**config.mk**
```make
export PLATFORM = sky130hd
export DESIGN_NAME = multicycle_control_flat
export DESIGN_NICKNAME = d
export VERILOG_FILES = /design/src/rtl/multicycle_control_if.sv /design/src/rtl/multicycle_control.sv /design/src/flat_wrapper.sv
export SDC_FILE = /design/constraint.sdc
export NUM_CORES = 1
export LEC_CHECK = 0
export CAP_MARGIN = 10
export CORE_MARGIN = 5
export CORE_UTILIZATION = 53
export CTS_BUF_LIST = sky130_fd_sc_hd__clkbuf_8
export CTS_CLUSTER_SIZE = 20
export DETAILED_ROUTE_END_ITERATION = 7
export HOLD_SLACK_MARGIN = 0.15
export PLACE_DENSITY = 0.94
export SLEW_MARGIN = 20
export SYNTH_ARGS = -nofsm -noshare
export SYNTH_HDL_FRONTEND = slang
export SYNTH_SLANG_ARGS = --single-unit
export TNS_END_PERCENT = 20
```
**constraint.sdc**
```tcl
create_clock -name clk -period 4.7 [get_ports clk]
set_input_delay 1.175 -clock clk [delete_from_list [all_inputs] [get_ports clk]]
set_output_delay 1.175 -clock clk [all_outputs]
set_load 0.01 [all_outputs]
```
**src/rtl/multicycle_control_if.sv**
```systemverilog
// Bundle of the controller's handshake inputs and datapath control outputs.
// The controller connects through the slave modport; whoever drives the
// instruction stream and memory handshake uses the master modport.
interface multicycle_control_if;
    logic        Run;
    logic [6:0]  Opcode;
    logic        Zero;
    logic        MemReady;
    logic [1:0]  ALUOp;
    logic        ALUSrcA;
    logic [1:0]  ALUSrcB;
    logic        MemRead;
    logic        MemWrite;
    logic        IRWrite;
    logic        PCWrite;
    logic        PCSrc;
    logic        RegWrite;
    logic        MemToReg;
    logic        Busy;
    logic        Fault;
    logic [15:0] InstrCount;

    modport master (
        output Run, Opcode, Zero, MemReady,
        input  ALUOp, ALUSrcA, ALUSrcB, MemRead, MemWrite, IRWrite, PCWrite,
               PCSrc, RegWrite, MemToReg, Busy, Fault, InstrCount
    );

    modport slave (
        input  Run, Opcode, Zero, MemReady,
        output ALUOp, ALUSrcA, ALUSrcB, MemRead, MemWrite, IRWrite, PCWrite,
               PCSrc, RegWrite, MemToReg, Busy, Fault, InstrCount
    );
endinterface

```
**src/rtl/multicycle_control.sv**
```systemverilog
// Multicycle control FSM for a small RISC-style datapath. Sequences fetch,
// decode, execute, memory and write-back, counts completed instructions and
// falls into a sticky FAULT state on an unknown opcode or a memory timeout.
module multicycle_control #(
    parameter int TIMEOUT = 15
) (
    input logic                clk,
    input logic                reset,
    multicycle_control_if.slave bus
);

    localparam logic [6:0] OP_R  = 7'b0110011;
    localparam logic [6:0] OP_I  = 7'b0010011;
    localparam logic [6:0] OP_LW = 7'b0000011;
    localparam logic [6:0] OP_SW = 7'b0100011;
    localparam logic [6:0] OP_BR = 7'b1100011;

    // Wait-counter value seen on the last permitted not-ready cycle.
    localparam logic [3:0] WAIT_LAST = 4'(TIMEOUT - 1);

    typedef enum logic [3:0] {
        IDLE,
        FETCH,
        DECODE,
        EXEC_R,
        EXEC_I,
        EXEC_BR,
        ADDR,
        MEM_RD,
        MEM_WR,
        WB_ALU,
        WB_MEM,
        FAULT
    } state_t;

    state_t      state;
    state_t      next_state;
    logic [3:0]  wait_count;
    logic [15:0] instr_count;
    logic        complete;
    logic        waiting;
    logic        timed_out;

    assign timed_out      = (wait_count == WAIT_LAST);
    assign bus.InstrCount = instr_count;

    // Next-state selection and Moore output decode; IRWrite/PCWrite and the
    // completion pulse additionally look at MemReady or Zero.
    always_comb begin
        next_state   = state;
        complete     = 1'b0;
        waiting      = 1'b0;
        bus.ALUOp    = 2'b00;
        bus.ALUSrcA  = 1'b0;
        bus.ALUSrcB  = 2'b00;
        bus.MemRead  = 1'b0;
        bus.MemWrite = 1'b0;
        bus.IRWrite  = 1'b0;
        bus.PCWrite  = 1'b0;
        bus.PCSrc    = 1'b0;
        bus.RegWrite = 1'b0;
        bus.MemToReg = 1'b0;
        bus.Busy     = (state != IDLE) && (state != FAULT);
        bus.Fault    = (state == FAULT);

        case (state)
            IDLE: begin
                if (bus.Run) next_state = FETCH;
            end
            FETCH: begin
                waiting      = 1'b1;
                bus.MemRead  = 1'b1;
                bus.ALUSrcB  = 2'b01;
                bus.IRWrite  = bus.MemReady;
                bus.PCWrite  = bus.MemReady;
                if (bus.MemReady)   next_state = DECODE;
                else if (timed_out) next_state = FAULT;
            end
            DECODE: begin
                case (bus.Opcode)
                    OP_R:         next_state = EXEC_R;
                    OP_I:         next_state = EXEC_I;
                    OP_LW, OP_SW: next_state = ADDR;
                    OP_BR:        next_state = EXEC_BR;
                    default:      next_state = FAULT;
                endcase
            end
            EXEC_R: begin
                bus.ALUSrcA = 1'b1;
                bus.ALUSrcB = 2'b00;
                bus.ALUOp   = 2'b10;
                next_state  = WB_ALU;
            end
            EXEC_I: begin
                bus.ALUSrcA = 1'b1;
                bus.ALUSrcB = 2'b10;
                bus.ALUOp   = 2'b10;
                next_state  = WB_ALU;
            end
            EXEC_BR: begin
                bus.ALUSrcA = 1'b1;
                bus.ALUSrcB = 2'b00;
                bus.ALUOp   = 2'b01;
                bus.PCSrc   = 1'b1;
                bus.PCWrite = bus.Zero;
                complete    = 1'b1;
            end
            ADDR: begin
                bus.ALUSrcA = 1'b1;
                bus.ALUSrcB = 2'b10;
                bus.ALUOp   = 2'b00;
                if (bus.Opcode == OP_LW)      next_state = MEM_RD;
                else if (bus.Opcode == OP_SW) next_state = MEM_WR;
                else                          next_state = FAULT;
            end
            MEM_RD: begin
                waiting     = 1'b1;
                bus.MemRead = 1'b1;
                if (bus.MemReady)   next_state = WB_MEM;
                else if (timed_out) next_state = FAULT;
            end
            MEM_WR: begin
                waiting      = 1'b1;
                bus.MemWrite = 1'b1;
                if (bus.MemReady)   complete   = 1'b1;
                else if (timed_out) next_state = FAULT;
            end
            WB_ALU: begin
                bus.RegWrite = 1'b1;
                bus.MemToReg = 1'b0;
                complete     = 1'b1;
            end
            WB_MEM: begin
                bus.RegWrite = 1'b1;
                bus.MemToReg = 1'b1;
                complete     = 1'b1;
            end
            FAULT: begin
                next_state = FAULT;
            end
            default: begin
                next_state = FAULT;
            end
        endcase

        if (complete) next_state = bus.Run ? FETCH : IDLE;
    end

    // State register; reset wins over everything, including FAULT.
    always_ff @(posedge clk) begin
        if (reset) state <= IDLE;
        else       state <= next_state;
    end

    // Memory wait counter: counts not-ready cycles in a waiting state and is
    // zero everywhere else, so it always starts from zero on entry.
    always_ff @(posedge clk) begin
        if (reset)                         wait_count <= 4'd0;
        else if (waiting && !bus.MemReady) wait_count <= wait_count + 4'd1;
        else                               wait_count <= 4'd0;
    end

    // Completed-instruction counter, wraps naturally at 16 bits.
    always_ff @(posedge clk) begin
        if (reset)         instr_count <= 16'd0;
        else if (complete) instr_count <= instr_count + 16'd1;
    end

endmodule

```
**src/flat_wrapper.sv**
```systemverilog
// flat-port wrapper written by rule: the top's interface ports become plain ports
module multicycle_control_flat 
#(
    parameter int TIMEOUT = 15
)
  (clk, reset, bus_Run, bus_Opcode, bus_Zero, bus_MemReady, bus_ALUOp, bus_ALUSrcA, bus_ALUSrcB, bus_MemRead, bus_MemWrite, bus_IRWrite, bus_PCWrite, bus_PCSrc, bus_RegWrite, bus_MemToReg, bus_Busy, bus_Fault, bus_InstrCount);
  multicycle_control_if bus_i ();
  input logic clk;
  input logic reset;
  input wire logic [$bits(bus_i.Run)-1:0] bus_Run;
  input wire logic [$bits(bus_i.Opcode)-1:0] bus_Opcode;
  input wire logic [$bits(bus_i.Zero)-1:0] bus_Zero;
  input wire logic [$bits(bus_i.MemReady)-1:0] bus_MemReady;
  output wire logic [$bits(bus_i.ALUOp)-1:0] bus_ALUOp;
  output wire logic [$bits(bus_i.ALUSrcA)-1:0] bus_ALUSrcA;
  output wire logic [$bits(bus_i.ALUSrcB)-1:0] bus_ALUSrcB;
  output wire logic [$bits(bus_i.MemRead)-1:0] bus_MemRead;
  output wire logic [$bits(bus_i.MemWrite)-1:0] bus_MemWrite;
  output wire logic [$bits(bus_i.IRWrite)-1:0] bus_IRWrite;
  output wire logic [$bits(bus_i.PCWrite)-1:0] bus_PCWrite;
  output wire logic [$bits(bus_i.PCSrc)-1:0] bus_PCSrc;
  output wire logic [$bits(bus_i.RegWrite)-1:0] bus_RegWrite;
  output wire logic [$bits(bus_i.MemToReg)-1:0] bus_MemToReg;
  output wire logic [$bits(bus_i.Busy)-1:0] bus_Busy;
  output wire logic [$bits(bus_i.Fault)-1:0] bus_Fault;
  output wire logic [$bits(bus_i.InstrCount)-1:0] bus_InstrCount;
  assign bus_i.Run = bus_Run;
  assign bus_i.Opcode = bus_Opcode;
  assign bus_i.Zero = bus_Zero;
  assign bus_i.MemReady = bus_MemReady;
  assign bus_ALUOp = bus_i.ALUOp;
  assign bus_ALUSrcA = bus_i.ALUSrcA;
  assign bus_ALUSrcB = bus_i.ALUSrcB;
  assign bus_MemRead = bus_i.MemRead;
  assign bus_MemWrite = bus_i.MemWrite;
  assign bus_IRWrite = bus_i.IRWrite;
  assign bus_PCWrite = bus_i.PCWrite;
  assign bus_PCSrc = bus_i.PCSrc;
  assign bus_RegWrite = bus_i.RegWrite;
  assign bus_MemToReg = bus_i.MemToReg;
  assign bus_Busy = bus_i.Busy;
  assign bus_Fault = bus_i.Fault;
  assign bus_InstrCount = bus_i.InstrCount;
  multicycle_control #(.TIMEOUT(TIMEOUT)) u_core (.clk(clk), .reset(reset), .bus(bus_i));
endmodule
```
==> results of run 1 <==
==> layer usage <==
metal  GRT usage [%]  up-vias
met1            23.3      747
met5               0        -
li1                -      790
met4            4.42        0
met3            3.55        2
met2            31.7       60
==> how the worst min path moves through the flow <==
stage          slack, ns                                      to                                    from
4_1_cts             0.49         u_core.wait_count[0]$_SDFF_PP0_         u_core.wait_count[0]$_SDFF_PP0_
3_5_place_dp        0.47         u_core.wait_count[0]$_SDFF_PP0_         u_core.wait_count[0]$_SDFF_PP0_
3_3_place_gp        0.44         u_core.wait_count[0]$_SDFF_PP0_         u_core.wait_count[0]$_SDFF_PP0_
2_1_floorplan       0.43         u_core.wait_count[0]$_SDFF_PP0_         u_core.wait_count[0]$_SDFF_PP0_
6_report            0.48         u_core.wait_count[0]$_SDFF_PP0_         u_core.wait_count[0]$_SDFF_PP0_
5_1_grt             0.51  u_core.bus.InstrCount[15]$_SDFFE_PP0P_  u_core.bus.InstrCount[15]$_SDFFE_PP0P_
==> flip-flops by register name, summed over array words and instances, names as in the netlist <==
name                   cells
u_core.state               4
u_core.bus.InstrCount     16
u_core.wait_count          4
==> power by group through the flow <==
stage	registers, mW	clock network [mW]	logic (mW)
2_1_floorplan	0.216	0	0.0721
3_3_place_gp	0.231	0	0.0986
3_5_place_dp	0.231	0	0.100
4_1_cts	0.226	0.142	0.102
5_1_grt	0.229	0.154	0.111
6_report	0.227	0.139	0.102
==> cell usage in the layout, fill, tap and decap left out, types with 2 or more instances in the layout <==
cell type	instances
sky130_fd_sc_hd__nor3_1	6
sky130_fd_sc_hd__o31ai_1	8
sky130_fd_sc_hd__nor2b_1	5
sky130_fd_sc_hd__a21oi_1	22
sky130_fd_sc_hd__nand2b_1	6
sky130_fd_sc_hd__a2bb2oi_1	3
sky130_fd_sc_hd__ha_1	3
sky130_fd_sc_hd__a32oi_1	2
sky130_fd_sc_hd__o311a_1	2
sky130_fd_sc_hd__nand2_1	10
sky130_fd_sc_hd__clkbuf_8	4
sky130_fd_sc_hd__a31oi_1	4
sky130_fd_sc_hd__clkdlybuf4s50_1	41
sky130_fd_sc_hd__dfxtp_1	24
sky130_fd_sc_hd__or3_1	7
sky130_fd_sc_hd__inv_1	5
sky130_fd_sc_hd__nand3_1	6
sky130_fd_sc_hd__nand4_1	4
sky130_fd_sc_hd__or2_2	2
sky130_fd_sc_hd__nor2_1	14
sky130_fd_sc_hd__or4_1	9
sky130_fd_sc_hd__xor2_1	3
sky130_fd_sc_hd__and3_1	5
sky130_fd_sc_hd__o21ai_0	12
sky130_fd_sc_hd__a21o_1	2
sky130_fd_sc_hd__and2_1	2
==> cell families (layout without fill, tap and decap cells) <==
logic type	count (synthesis)	in the layout	synth area share, %
compound gates	60	60	25.0
mux	1	1	0.667
buf+inv	19	51	5.92
fa+ha+maj	3	3	2.50
flops	24	24	32.0
simple gates	83	83	31.5
xor+xnor	4	4	2.34
==> area by class of cell <==
cell class	count	area [sq um]
flip-flops and latches	24	480
inverters	5	18.8
clock buffers	4	55.1
fillers	226	792
multi-input cells	151	931
well taps	31	38.8
repair buffers	42	418
==> through the flow <==
| step | hold slack [ns] | setup WS, ns | util [%] |
|---|---|---|---|
| floorplan | 0.430 | 1.99 | - |
| global placement | 0.445 | 0.939 | 69.0 |
| detailed placement | 0.466 | 0.910 | 69.0 |
| CTS | 0.486 | 0.910 | 71.0 |
| global route | 0.514 | 0.840 | 71.0 |
| finish | 0.476 | 0.898 | 71.0 |
==> results by group, run 1 <==
Power
  • Sw Pwr: 0.131 mW
  • Share of total power consumed by net switching: 27.9%
  • Design internal power: between 0.3 and 0.4 mW
  • Clk pwr share: 29.8%
  • Leakage: 0.662 nW
  • Sequential fraction of design power: between 40 and 50%
  • Worst vdd rail ir drop: 0.000248 V
  • Total power: 0.468 mW
  • Cell Pwr Density: 241 nW/um^2
  • Combinational group share of total power: between 20% and 30%

Route
  • Routed length on met1: 1560 um
  • Detailed-route wire length: between 3000 and 4000 um
  • Average vias per placed instance: roughly 6.2
  • DRT iter0 DRCs: approximately 100
  • Met3 wire len: between 200 and 300 um
  • Wirelength per Cell: 14.6 um
  • Uppermost metal layer occupied by signal nets: met4
  • Number of optimization iterations in the first detailed-route pass: 4
  • Number of routed nets with antenna violations: 0
  • Routed length on met2: 1940 um
  • Total DRC errors in the routed layout: 0
  • Vias after detailed routing: 1599

Clock tree
  • Worst skew pair latency: ~0.26 ns
  • Number of sinks on the clock net: 24
  • Worst-case clock buffer depth: 2
  • Level count of the clock H-tree: 1
  • Number of buffers created by CTS: 3
  • CTS tree: yes
  • Post-CTS repair timing setup buffer count: 0
  • Clock Pin Slew Worst Setup and Hold Paths: about 0.080 ns
  • Root Buffer Master: sky130_fd_sc_hd__clkbuf_8
  • Hold buffer count at CTS: 0
  • Resized Gates After CTS: 0

Die
  • Floorplan die area: 3990 sq um
  • Core ar.: 2730 sq um
  • Starting Density: 54.9%
  • Die width: 63.2 um
  • # IOs: 42
  • Std-Cell Rows: 19
  • Height of the die: approximately 63 um

Global routing
  • Vias in the first global route: 1459
  • Total grt overflow: 0
  • First-pass GRT wire length: 6290 um
  • All-layer global routing usage: 18.3%
  • Pin count of the biggest net entering global routing: 21
  • Initial antenna violation count: 0

Run
  • Maximum capacitance violations: 0

Worst setup path
  • Kind of start point of the critical path: input pin
  • Arrival time worst endpoint: 2.63 ns
  • Setup slack, reg-to-reg: 2.47 ns
  • Required time at the worst-slack endpoint: 3.52 ns
  • Critical path fanouts, max: 7
  • Worst setup path startpoint: bus_MemReady
  • Most frequent CP cell: sky130_fd_sc_hd__clkdlybuf4s50_1
  • WS Path Type: input pin to output port
  • Timing endpoint of the critical path: bus_PCWrite
  • Endpoint of the worst-slack reg-to-reg timing path: u_core.bus.InstrCount[7]$_SDFFE_PP0P_
  • Series of cell instances along the critical path: clkdlybuf4s50_1 > and3_1 > a21o_1 > clkdlybuf4s50_1
  • Cell depth of the worst setup path: 4
  • Kind of cell adding the most delay to the critical path: buffers and inverters
  • Maximum cell stage delay along the critical path: 0.62 ns
  • Worst flop-to-flop path startpoint: u_core.state[3]$_SDFFE_PP0P_
  • Type of destination of the critical path: output port
  • Buffering stage count on the worst path with inverters included: 2
  • Cells on worst reg2reg path: 5
  • Worst-path cell with the longest stage delay: sky130_fd_sc_hd__clkdlybuf4s50_1

Synth
  • Gate count after technology mapping: ~190
  • Fraction of registers with async set or reset after synthesis: 0%
  • Synthesized Nets: 209
  • Synth unique cells: 43
  • Most frequent cells after synthesis: 24 x sky130_fd_sc_hd__dfxtp_1, 22 x sky130_fd_sc_hd__a21oi_1, 14 x sky130_fd_sc_hd__nor2_1
  • Synth Flop Type: sky130_fd_sc_hd__dfxtp_1
  • Proportion of netlist area held by the largest area contributor: 32.0%
  • Leading cell type by number of instances after synthesis: sky130_fd_sc_hd__dfxtp_1
  • Number of flops mapped to enable cells by yosys: 0
  • Total of warnings raised by yosys: 0
  • Most area-hungry cell type in the Yosys netlist: sky130_fd_sc_hd__dfxtp_1
  • Dominant cells by area after synthesis: sky130_fd_sc_hd__dfxtp_1 32%, sky130_fd_sc_hd__a21oi_1 7.3%, sky130_fd_sc_hd__or4_1 4.5%, sky130_fd_sc_hd__o21ai_0 4.0%, sky130_fd_sc_hd__o31ai_1 4.0%
  • Number of synthesized register bits: 24
  • Post-synthesis sequential area ratio: 32.0%
  • Avg Synthesized Cell Area: a little under 8 sq um
  • Netlist Area Pre-Place: about 1500 sq um

Layout
  • Diodes inserted: 0
  • Post-layout instance count excluding filler cells: 257
  • Total Nets Final: 242
  • Synthesis-to-layout area growth: 29.4%
  • Fraction of layout cells with a size suffix above 1: under 10%
  • Post-route design area: 1940 sq um

STA
  • Fin crit share: approximately 81%
  • Final Hold Vio Count: 0
  • Final slew viol count: 0
  • Worst slew pin tran: 0.808 ns
  • Worst slew margin relative to its limit: 45.9%
  • Total Negative Setup Slacks: 0 ns
  • Upper clock frequency limit: around 0.26 GHz
  • Final Critical Period: 3.80 ns
  • Skew final: 0.00358 ns
  • Number of setup violations in the final report: 0
  • RSZ-0062 raised after global routing: false

Min path
  • Number of instances on the worst hold path: 1
  • Type of the most critical hold path: flop to flop

Run status
  • Result of the run: complete, no violations

Place
  • Count of input and output buffers: 41
  • Placed standard-cell area: 1890 sq um
  • Gp weighted congestion: 0.868
  • HPWL after detailed placement: 2720 um
  • Total placed cells including tap cells: ~250
No activity file was read; power rests on OpenSTA's default activity.
==> run 2: changes to the inputs <==
--- a/config.mk
+++ b/config.mk
@@ -7,12 +7,12 @@
 export LEC_CHECK = 0
 export CAP_MARGIN = 10
 export CORE_MARGIN = 5
-export CORE_UTILIZATION = 53
+export CORE_UTILIZATION = 45
 export CTS_BUF_LIST = sky130_fd_sc_hd__clkbuf_8
 export CTS_CLUSTER_SIZE = 20
 export DETAILED_ROUTE_END_ITERATION = 7
 export HOLD_SLACK_MARGIN = 0.15
-export PLACE_DENSITY = 0.94
+export PLACE_DENSITY = 0.86
 export SLEW_MARGIN = 20
 export SYNTH_ARGS = -nofsm -noshare
 export SYNTH_HDL_FRONTEND = slang
==> constraint.sdc (replaced) <==
create_clock -name clk -period 3.09 [get_ports clk]
set_input_delay 0.7725 -clock clk [delete_from_list [all_inputs] [get_ports clk]]
set_output_delay 0.7725 -clock clk [all_outputs]
set_load 0.01 [all_outputs]
==> run 2 against run 1 <==
Utilization is 10 points lower. Via count is 0.94% lower. Worst setup slack worse by 0.68 ns. First-iteration DRC count is 2.0% lower. Clock power is 55% higher. Largest cell class unchanged. Combinational power is 68% higher. Clock skew is 0.00066 ns lower. Global-route usage is 1.6 points lower.
==> results by group, run 2 (synthesized netlist as in run 1, its figures left out) <==
Run status
  • Result of the run: complete, no violations

STA
  • RSZ-0062 raised after global routing: false
  • Total Negative Setup Slacks: 0 ns
  • Final slew viol count: 0
  • Upper clock frequency limit: 0.349 GHz
  • Final Hold Vio Count: 0
  • Final Critical Period: 2.87 ns
  • Skew final: 0.00293 ns
  • Worst slew pin tran: 0.787 ns
  • Crit path setup slack, layout: 0.222 ns
  • Fin crit share: 92.8%
  • Worst slew margin relative to its limit: 47.4%
  • Number of setup violations in the final report: 0
  • Post-route worst hold slack: 0.467 ns

Power
  • Leakage: between 0.6 and 0.7 nW
  • Total power: 0.726 mW
  • Cell Pwr Density: ~360 nW/um^2
  • Worst vdd rail ir drop: slightly above 0.0003 V

Clock tree
  • Level count of the clock H-tree: 1
  • Root Buffer Master: sky130_fd_sc_hd__clkbuf_8
  • Worst-case clock buffer depth: 2
  • Post-CTS repair timing setup buffer count: 0
  • Hold buffer count at CTS: 0
  • Number of sinks on the clock net: 24
  • CTS tree: yes
  • Clock Pin Slew Worst Setup and Hold Paths: 0.08 ns
  • Resized Gates After CTS: 0
  • Number of buffers created by CTS: 3
  • Worst skew pair latency: between 0.2 and 0.3 ns

Place
  • Pre-CTS setup slack: approximately 0.25 ns
  • HPWL after detailed placement: 2740 um
  • Count of input and output buffers: 41
  • Gp weighted congestion: 0.806
  • Placed standard-cell area: ~1900 sq um

Worst setup path
  • Type of destination of the critical path: output port
  • Critical path fanouts, max: 19
  • WS Path Type: flop to output port
  • Series of cell instances along the critical path: nand2_1 > or2_2 > a21oi_1 > clkdlybuf4s50_1
  • Maximum cell stage delay along the critical path: 0.70 ns
  • Arrival time worst endpoint: 2.10 ns
  • Kind of start point of the critical path: flop
  • Worst-path cell with the longest stage delay: sky130_fd_sc_hd__dfxtp_1
  • Required time at the worst-slack endpoint: 2.32 ns

Layout
  • Fraction of layout cells with a size suffix above 1: 5.63%
  • Total Nets Final: 247
  • Synthesis-to-layout area growth: 33.2%
  • Highest-count cells in the layout ignoring fill and taps: 41 x sky130_fd_sc_hd__clkdlybuf4s50_1, 24 x sky130_fd_sc_hd__dfxtp_1, 22 x sky130_fd_sc_hd__a21oi_1
  • Diodes inserted: 0
  • Max FFs per register: 16
  • Post-route design area: 2000 sq um
  • Most common cell after layout, fill and taps aside: sky130_fd_sc_hd__clkdlybuf4s50_1

Global routing
  • Total grt overflow: 0
  • Vias in the first global route: 1402
  • Initial antenna violation count: 0
  • Pin count of the biggest net entering global routing: 20
  • All-layer global routing usage: 16.8%
  • First-pass GRT wire length: roughly 6100 um

Route
  • Number of routed nets with antenna violations: 0
  • DRT iter0 DRCs: 99
  • Vias after detailed routing: around 1600
  • Number of optimization iterations in the first detailed-route pass: 4
  • Detailed-route wire length: 3650 um
  • Wirelength per Cell: 13.2 um
  • Average vias per placed instance: 5.72
  • Total DRC errors in the routed layout: 0

Die
  • Std-Cell Rows: 21
  • Core ar.: 3280 sq um
  • Floorplan die area: 4590 sq um
  • Height of the die: 67.7 um
  • # IOs: 42
  • Starting Density: 45.7%
  • Die width: 67.7 um

Min path
  • Type of the most critical hold path: flop to flop

Run
  • Maximum capacitance violations: 0
==> run 2: worst paths after layout <==
kind | cells after the start | slack (ns) | endpoint | startpoint
setup reg to reg | 6 | 0.91 | u_core.bus.InstrCount[7]$_SDFFE_PP0P_ | u_core.state[0]$_SDFFE_PP0P_
hold / removal | 1 | 0.47 | u_core.wait_count[0]$_SDFF_PP0_ | u_core.wait_count[0]$_SDFF_PP0_
setup / recovery | 4 | 0.22 | bus_ALUOp[1] | u_core.state[1]$_SDFFE_PP0P_
hold reg to reg | 1 | 0.47 | u_core.wait_count[0]$_SDFF_PP0_ | u_core.wait_count[0]$_SDFF_PP0_
==> run 2: critical path: cells and delay by family (launching register included) <==
| kind | cells | cell delay, ns |
|---|---|---|
| flops | 1 | 0.70 |
| buf+inv | 1 | 0.55 |
| simple gates | 2 | 0.44 |
| compound gates | 1 | 0.14 |
==> run 2: layout make-up <==
cell class | instances | area (sq um)
clock buffers | 4 | 55.1
fillers | 296 | 1290
inverters | 5 | 18.8
multi-input cells | 151 | 931
flip-flops and latches | 24 | 480
well taps | 46 | 57.6
repair buffers | 47 | 455
==> run 2: metrics by stage <==
stage / utilization, % / instances
after global routing: 60.8 / 277
after detailed placement: 59.2 / 273
after floorplan: - / 194
final: 60.8 / 277
after global placement: 59.2 / 273
after CTS: 60.8 / 277
==> run 2: per-layer routing <==
layer,track usage [%],wire [um],vias up
li1,-,-,801
met1,22.5,1620,718
met2,25.8,1740,57
met3,3.83,228,8
met4,6.58,55,0
met5,0,0,-
==> run 2: where the power goes <==
part	internal, mW	total, mW	switching (mW)
Sequential	0.317	0.340	0.0228
Combinational	0.0920	0.171	0.0787
Clock	0.114	0.215	0.101
